--- config.mk ---
export PLATFORM = sky130hd
export DESIGN_NAME = gru_sequencer
export DESIGN_NICKNAME = d
export VERILOG_FILES = /design/src/rtl/gru_ctrl_pkg.sv /design/src/rtl/gru_sequencer_addr_gen.sv /design/src/rtl/gru_sequencer.sv
export SDC_FILE = /design/constraint.sdc
export NUM_CORES = 1
export LEC_CHECK = 0
export ABC_CLOCK_PERIOD_IN_PS = 7900
export CORE_MARGIN = 1
export CORE_UTILIZATION = 40
export DETAILED_ROUTE_END_ITERATION = 12
export DONT_BUFFER_PORTS = 1
export MAX_ROUTING_LAYER = met4
export PLACE_DENSITY_LB_ADDON = 0.15
export SLEW_MARGIN = 40
export SYNTH_ARGS = -nofsm -noshare
export SYNTH_HDL_FRONTEND = slang
export SYNTH_HIERARCHICAL = 1
export SYNTH_SLANG_ARGS = --single-unit
--- constraint.sdc ---
create_clock -name clk -period 7.9 [get_ports clk]
set_input_delay 0.79 -clock clk [delete_from_list [all_inputs] [get_ports clk]]
set_output_delay 0.79 -clock clk [all_outputs]
set_load 0.01 [all_outputs]
--- src/rtl/gru_ctrl_pkg.sv ---
// Shared definitions for the GRU timestep sequencer: FSM states, gate codes,
// activation-select codes and small width helpers.
package gru_ctrl_pkg;

  typedef enum logic [2:0] {
    S_IDLE    = 3'd0,
    S_BIAS    = 3'd1,
    S_MAC_IN  = 3'd2,
    S_MAC_REC = 3'd3,
    S_ACT     = 3'd4,
    S_WRITE   = 3'd5,
    S_DONE    = 3'd6
  } gru_state_e;

  localparam logic [1:0] GATE_Z = 2'd0;
  localparam logic [1:0] GATE_R = 2'd1;
  localparam logic [1:0] GATE_H = 2'd2;

  localparam logic [1:0] ACT_SIGMOID = 2'd0;
  localparam logic [1:0] ACT_TANH    = 2'd1;
  localparam logic [1:0] ACT_RELU    = 2'd2;

  // Index width that stays at least one bit wide for degenerate sizes.
  function automatic int idx_w(input int n);
    return (n > 1) ? $clog2(n) : 1;
  endfunction

  function automatic logic [1:0] act_code(input logic [1:0] gate, input int act_h);
    if (gate != GATE_H) return ACT_SIGMOID;
    return (act_h != 0) ? ACT_RELU : ACT_TANH;
  endfunction

endpackage

--- src/rtl/gru_sequencer_addr_gen.sv ---
// Combinational address generator: bias and weight addresses from gate, j, k.
// Weight memory is k-major with a row stride of 3*N_UNITS.
module gru_addr_gen
  import gru_ctrl_pkg::*;
#(
  parameter int N_UNITS = 24,
  parameter int K_MAX   = 24,
  localparam int UW = idx_w(N_UNITS),
  localparam int KW = idx_w(K_MAX),
  localparam int BW = idx_w(3 * N_UNITS),
  localparam int WW = idx_w(3 * N_UNITS * K_MAX)
) (
  input  logic [1:0]    gate,
  input  logic [UW-1:0] unit_idx,
  input  logic [KW-1:0] k_idx,
  output logic [BW-1:0] bias_addr,
  output logic [WW-1:0] w_addr
);

  localparam int STRIDE = 3 * N_UNITS;

  logic [WW-1:0] gate_off;

  always_comb begin
    gate_off  = WW'(gate) * WW'(N_UNITS) + WW'(unit_idx);
    bias_addr = BW'(gate_off);
    w_addr    = WW'(k_idx) * WW'(STRIDE) + gate_off;
  end

endmodule

--- src/rtl/gru_sequencer.sv ---
// GRU timestep sequencer: walks gates z, r, h over all units, driving bias load,
// input/recurrent MAC sweeps, an activation handshake and buffer/state writes.
module gru_sequencer
  import gru_ctrl_pkg::*;
#(
  parameter int M_IN    = 24,
  parameter int N_UNITS = 24,
  parameter int ACT_H   = 0,
  localparam int K_MAX  = (M_IN > N_UNITS) ? M_IN : N_UNITS,
  localparam int UW     = idx_w(N_UNITS),
  localparam int KW     = idx_w(K_MAX),
  localparam int BW     = idx_w(3 * N_UNITS),
  localparam int WW     = idx_w(3 * N_UNITS * K_MAX)
) (
  input  logic          clk,
  input  logic          rst_n,
  input  logic          start,
  input  logic          abort,
  output logic          busy,
  output logic          done,
  output logic [1:0]    gate,
  output logic [UW-1:0] unit_idx,
  output logic [KW-1:0] k_idx,
  output logic [BW-1:0] bias_addr,
  output logic [WW-1:0] w_addr,
  output logic          mac_clr,
  output logic          mac_en,
  output logic          mac_src,
  output logic          rgate_mul,
  output logic          act_req,
  input  logic          act_ack,
  output logic [1:0]    act_sel,
  output logic          gate_we,
  output logic          state_we,
  output gru_state_e    state_dbg
);

  // Handshake: act_req rises on entry to ACT and stays high until a cycle in
  // which act_ack is sampled high at the rising edge; that edge moves to WRITE.
  // act_ack is ignored outside ACT, and abort takes priority over it.

  localparam logic [KW-1:0] K_IN_LAST  = KW'(M_IN - 1);
  localparam logic [KW-1:0] K_REC_LAST = KW'(N_UNITS - 1);
  localparam logic [UW-1:0] J_LAST     = UW'(N_UNITS - 1);

  gru_state_e    state;
  gru_state_e    nxt_state;
  logic [1:0]    nxt_gate;
  logic [UW-1:0] nxt_j;
  logic [KW-1:0] nxt_k;
  logic [BW-1:0] nxt_bias_addr;
  logic [WW-1:0] nxt_w_addr;

  always_comb begin
    nxt_state = state;
    nxt_gate  = gate;
    nxt_j     = unit_idx;
    nxt_k     = k_idx;
    if (abort && (state != S_IDLE)) begin
      nxt_state = S_IDLE;
      nxt_gate  = GATE_Z;
      nxt_j     = '0;
      nxt_k     = '0;
    end else begin
      case (state)
        S_IDLE: begin
          if (start) begin
            nxt_state = S_BIAS;
            nxt_gate  = GATE_Z;
            nxt_j     = '0;
            nxt_k     = '0;
          end
        end
        S_BIAS: begin
          nxt_state = S_MAC_IN;
          nxt_k     = '0;
        end
        S_MAC_IN: begin
          if (k_idx == K_IN_LAST) begin
            nxt_state = S_MAC_REC;
            nxt_k     = '0;
          end else begin
            nxt_k = k_idx + KW'(1);
          end
        end
        S_MAC_REC: begin
          if (k_idx == K_REC_LAST) begin
            nxt_state = S_ACT;
            nxt_k     = '0;
          end else begin
            nxt_k = k_idx + KW'(1);
          end
        end
        S_ACT: begin
          if (act_ack) nxt_state = S_WRITE;
        end
        S_WRITE: begin
          // Finishing a gate's last unit moves to the next gate, so every r
          // value is written before the first h accumulation begins.
          if (unit_idx == J_LAST) begin
            nxt_j = '0;
            if (gate == GATE_H) begin
              nxt_state = S_DONE;
              nxt_gate  = GATE_Z;
            end else begin
              nxt_state = S_BIAS;
              nxt_gate  = gate + 2'd1;
            end
          end else begin
            nxt_state = S_BIAS;
            nxt_j     = unit_idx + UW'(1);
          end
        end
        S_DONE:  nxt_state = S_IDLE;
        default: nxt_state = S_IDLE;
      endcase
    end
  end

  gru_addr_gen #(
    .N_UNITS (N_UNITS),
    .K_MAX   (K_MAX)
  ) u_addr_gen (
    .gate      (nxt_gate),
    .unit_idx  (nxt_j),
    .k_idx     (nxt_k),
    .bias_addr (nxt_bias_addr),
    .w_addr    (nxt_w_addr)
  );

  // Outputs are decoded from the next state so they land in the same cycle
  // as the state they describe, with addresses aligned to their strobes.
  always_ff @(posedge clk or negedge rst_n) begin
    if (!rst_n) begin
      state     <= S_IDLE;
      gate      <= GATE_Z;
      unit_idx  <= '0;
      k_idx     <= '0;
      bias_addr <= '0;
      w_addr    <= '0;
      busy      <= 1'b0;
      done      <= 1'b0;
      mac_clr   <= 1'b0;
      mac_en    <= 1'b0;
      mac_src   <= 1'b0;
      rgate_mul <= 1'b0;
      act_req   <= 1'b0;
      act_sel   <= ACT_SIGMOID;
      gate_we   <= 1'b0;
      state_we  <= 1'b0;
    end else begin
      state     <= nxt_state;
      gate      <= nxt_gate;
      unit_idx  <= nxt_j;
      k_idx     <= nxt_k;
      bias_addr <= nxt_bias_addr;
      w_addr    <= nxt_w_addr;
      busy      <= (nxt_state != S_IDLE);
      done      <= (nxt_state == S_DONE);
      mac_clr   <= (nxt_state == S_BIAS);
      mac_en    <= (nxt_state == S_MAC_IN) || (nxt_state == S_MAC_REC);
      mac_src   <= (nxt_state == S_MAC_REC);
      rgate_mul <= (nxt_state == S_MAC_REC) && (nxt_gate == GATE_H);
      act_req   <= (nxt_state == S_ACT);
      act_sel   <= (nxt_state == S_ACT) ? act_code(nxt_gate, ACT_H) : ACT_SIGMOID;
      gate_we   <= (nxt_state == S_WRITE);
      state_we  <= (nxt_state == S_WRITE) && (nxt_gate == GATE_H);
    end
  end

  assign state_dbg = state;

  strobe_excl: assert property (@(posedge clk) disable iff (!rst_n)
    $onehot0({mac_clr, mac_en, act_req, gate_we, done}));
  state_we_in_write: assert property (@(posedge clk) disable iff (!rst_n)
    state_we |-> gate_we);
  rgate_on_rec: assert property (@(posedge clk) disable iff (!rst_n)
    rgate_mul |-> mac_src);

endmodule

==> results.md <==
* HPWL Detailed at 3223 um
* Slew headroom at between 60 and 70%
* CTS tree: yes
* Critical-path cell list: or3b_1, a221o_1, a22oi_1, nor2_1, ha_1, inv_1, fa_1, inv_1, fa_1, nor2b_2, o21ai_2, and2b_2, xnor2_1
* Height of the die at 78.20 um
* Final instance area at 0.002399 mm^2
* Post-synth EDFFs at 0
* Post-Synth Simple-Gate Area at 18.75%
* Synth Area in XOR/XNOR at between 3 and 4%
* Synthesized net count at approximately 240
* Die area at 0.006114 mm^2
* Synth Area in Compound Gates at a little over an eighth
* Post-layout min period at 3.834 ns
* Post-synthesis mux area share at 0.4310%
* DRC Markers at 0
* CTS resizes at 0
* Post-synthesis adder-cell area fraction at 11.21%
* Critical Path Start: state_dbg[2]
* Yosys synthesis warning count at 6
* Total of max-cap violations at 0
* Post-CTS Setup Inserts at 0
* Post-synth top flop: dfrtp_1
* Starting Density at 41.92%
* Slowest CP cell: dfrtp_1
* Top-area cell type share of the netlist area at 46.34%
* Sink Count at 43
* Aggregate global routing overflow at 0
* Worst-path maximum fanout at 15
* Cells taking the most area after synthesis: dfrtp_1 46%, ha_1 8.6%, nor2_1 3.7%
* Crit Reg-Reg Endpoint: w_addr[7]
* FF-to-FF Start: state_dbg[2]
* Fillers at 540
* Post-synth top area cell: dfrtp_1
* Nets at around 230
* Clock slew at reported path FFs at 0.08 ns
* Pwr dens at between 200 and 250 mW/mm^2
* Pre-antenna DRT Iters at 4
* Internal reg-to-reg setup slack at 4.07 ns
* Share of cells above drive strength 1 at 11.43%
* Startpoint types: register
* CP Class: reg2reg
* CTS buffer count at 5
* Core Footprint at 0.005540 mm^2
* RD Place Congestion at ~0.76
* Die X at around 78 um
* Max VDD drop at 85.39 uV
* Critical Path Sink Type: register
* Syn Area/Cell at 10.80 um^2
* Average wire per standard cell at 15.82 um
* Slew Viols, Final at 0
* # hold bufs at CTS at 0
* Initial antenna violation count at 0
* GRT Util Overall at between 15 and 20%
* Post-DP Area at between 0.002 and 0.0025 mm^2
* # rows at 27
* I/O pin cnt at between 40 and 50
* GR peak layer: met2
* Largest net degree at the start of global routing at 44
* Final worst-path setup slack at 4.066 ns
* CP required at around 8 ns
* Register bit total from synthesis at 43
* Hold Crit Class: in2async
* Final setup fails at 0
* Worst slew pin tran at 0.5848 ns
* Largest family of logic cells by synthesized area: simple AND/OR/NAND/NOR gates
* Final hold violation count at 0
* Leakage at between 1 and 1.5 nW
* Seq/Total Area, Yosys at 46.34%
* Distinct cell type count after synthesis at 62
* CP max stage delay at 0.60 ns
* H-tree levels at 2
* Root Buffer: clkbuf_8
* GR Util met3 at approximately 5.9%
* Crit path DAT at 4.02 ns
* Fin Hold WS at around 0.18 ns
* Gate count after technology mapping at 215
* Met1 global-route usage at 19.79%
* 1st-iter DRT viols at 103
* Vias at around 1.5k
* Worst setup path endpoint: w_addr[7]
* ANT nets after route at 0
* Area grow syn2layout at 3.287%
* Vias/cell at approximately 5.4
* Cell Area, Synth at 0.002322 mm^2
* Max clock buf depth at 2
* Antenna cells at 0
* Unrepaired setup endpoints after global routing: false
* I/O Buffers at 0
* Routed wire length at around 4500 um
* Tot Pwr at 0.5207 mW
* Vias in the first global route at 1,504
* Worst-Skew Late Latency at around 0.3 ns
* FMAX at 0.2608 GHz
* Setup TNS at 0 ns
* Clock Skews at between 0.005 and 0.006 ns
* Async SR Flop Fraction at 100.0%
* Setup WS pre-CTS at 3.937 ns
* Met2 Use GR at 25.53%
* First-pass GRT wire length at 7521 um
* Worst r2r path cells at 13
* Final worst-path cycle share at 48.53%
* Status: finished clean
==> cells by family (layout without fill, tap and decap cells) <==
kind of cell	count (synthesis)	after routing
AOI/OAI and AO/OA	44	44
xor gates and xnor gates	10	10
adders and majority gates	19	19
buffers and inverters	26	21
DFF	43	43
muxes	1	1
other	1	1
and+or+nand+nor	71	71
==> stage by stage <==
step | utilization, % | instances
after detailed placement | 41.82 | 274
after floorplan | - | 215
after global routing | 43.29 | 282
after CTS | 43.29 | 282
after global placement | 41.82 | 274
final | 43.29 | 282
==> cells in the final DEF (no fill, tap or decap), types with 2 or more instances in the layout <==
master	n
nand3_1	4
nor3_1	4
a21o_1	4
xnor2_1	6
a21oi_1	11
nor2_1	23
fa_1	3
nand2b_1	3
a31oi_1	2
nand2_1	5
o21ai_1	2
clkbuf_1	2
inv_1	13
o21ai_2	2
xor2_1	4
and2b_2	2
dfrtp_1	43
clkbuf_8	5
a21oi_2	2
ha_1	16
nor3b_1	2
a211oi_1	2
nor2b_1	3
o21ai_0	7
a32oi_1	2
nand3b_1	2
a22oi_1	3
==> critical path: cells and delay by family (launching register included) <==
kind	cells	cell delay, ns
xor gates and xnor gates	1	0.12
adders and majority gates	3	1.29
and+or+nand+nor	4	0.91
AOI/OAI and AO/OA	3	0.66
buffers and inverters	2	0.14
DFF	1	0.60
==> worst min-delay path by stage <==
stage | startpoint | end
floorplan | rst_n | act_req
global placement | rst_n | busy
detailed placement | rst_n | mac_clr
CTS | rst_n | bias_addr[3]
global route | rst_n | mac_clr
finish | rst_n | w_addr[7]
==> layer usage <==
| layer | routed length (um) | vias up |
|---|---|---|
| li1 | - | 729 |
| met1 | 2012 | 752 |
| met2 | 2070 | 47 |
| met3 | 306 | 7 |
| met4 | 71 | 0 |
| met5 | 0 | - |
==> synth_stat cells (all sizes together), types with 2 or more instances <==
master / number
or4: 2
nand2b: 3
a32oi: 3
nor3b: 3
and4b: 2
dfrtp: 43
nor2b: 5
or2: 3
buf: 12
xor2: 4
a211oi: 3
inv: 13
nor3: 5
and3: 2
and2b: 3
xnor2: 6
o21ai: 11
nand3b: 3
ha: 16
a22oi: 3
a21oi: 13
nor2: 23
a21o: 4
nand3: 4
fa: 3
nand2: 5
a31oi: 2
==> where the power goes <==
group	internal [mW]	switching, mW
Clock	0.0621	0.0742
Sequential	0.242	0.0402
Combinational	0.0419	0.0601
Total	0.346	0.174
==> flip-flops by register name, indices dropped and copies added (netlist names), 2 cells and up <==
register   flops
k_idx          5
bias_addr      7
gate           2
state_dbg      3
w_addr        11
unit_idx       5
==> layout make-up <==
| type | count | area [um^2] | share of cell area [%] |
|---|---|---|---|
| Clock inverter | 1 | 5.005 | 0.2087 |
| Multi-Input combinational cell | 146 | 1102 | 45.96 |
| Clock buffer | 7 | 76.32 | 3.182 |
| Sequential cell | 43 | 1076 | 44.86 |
| Inverter | 13 | 48.80 | 2.034 |
| Tap cell | 72 | 90.09 | 3.756 |
Power figures use the tool's default switching activity.
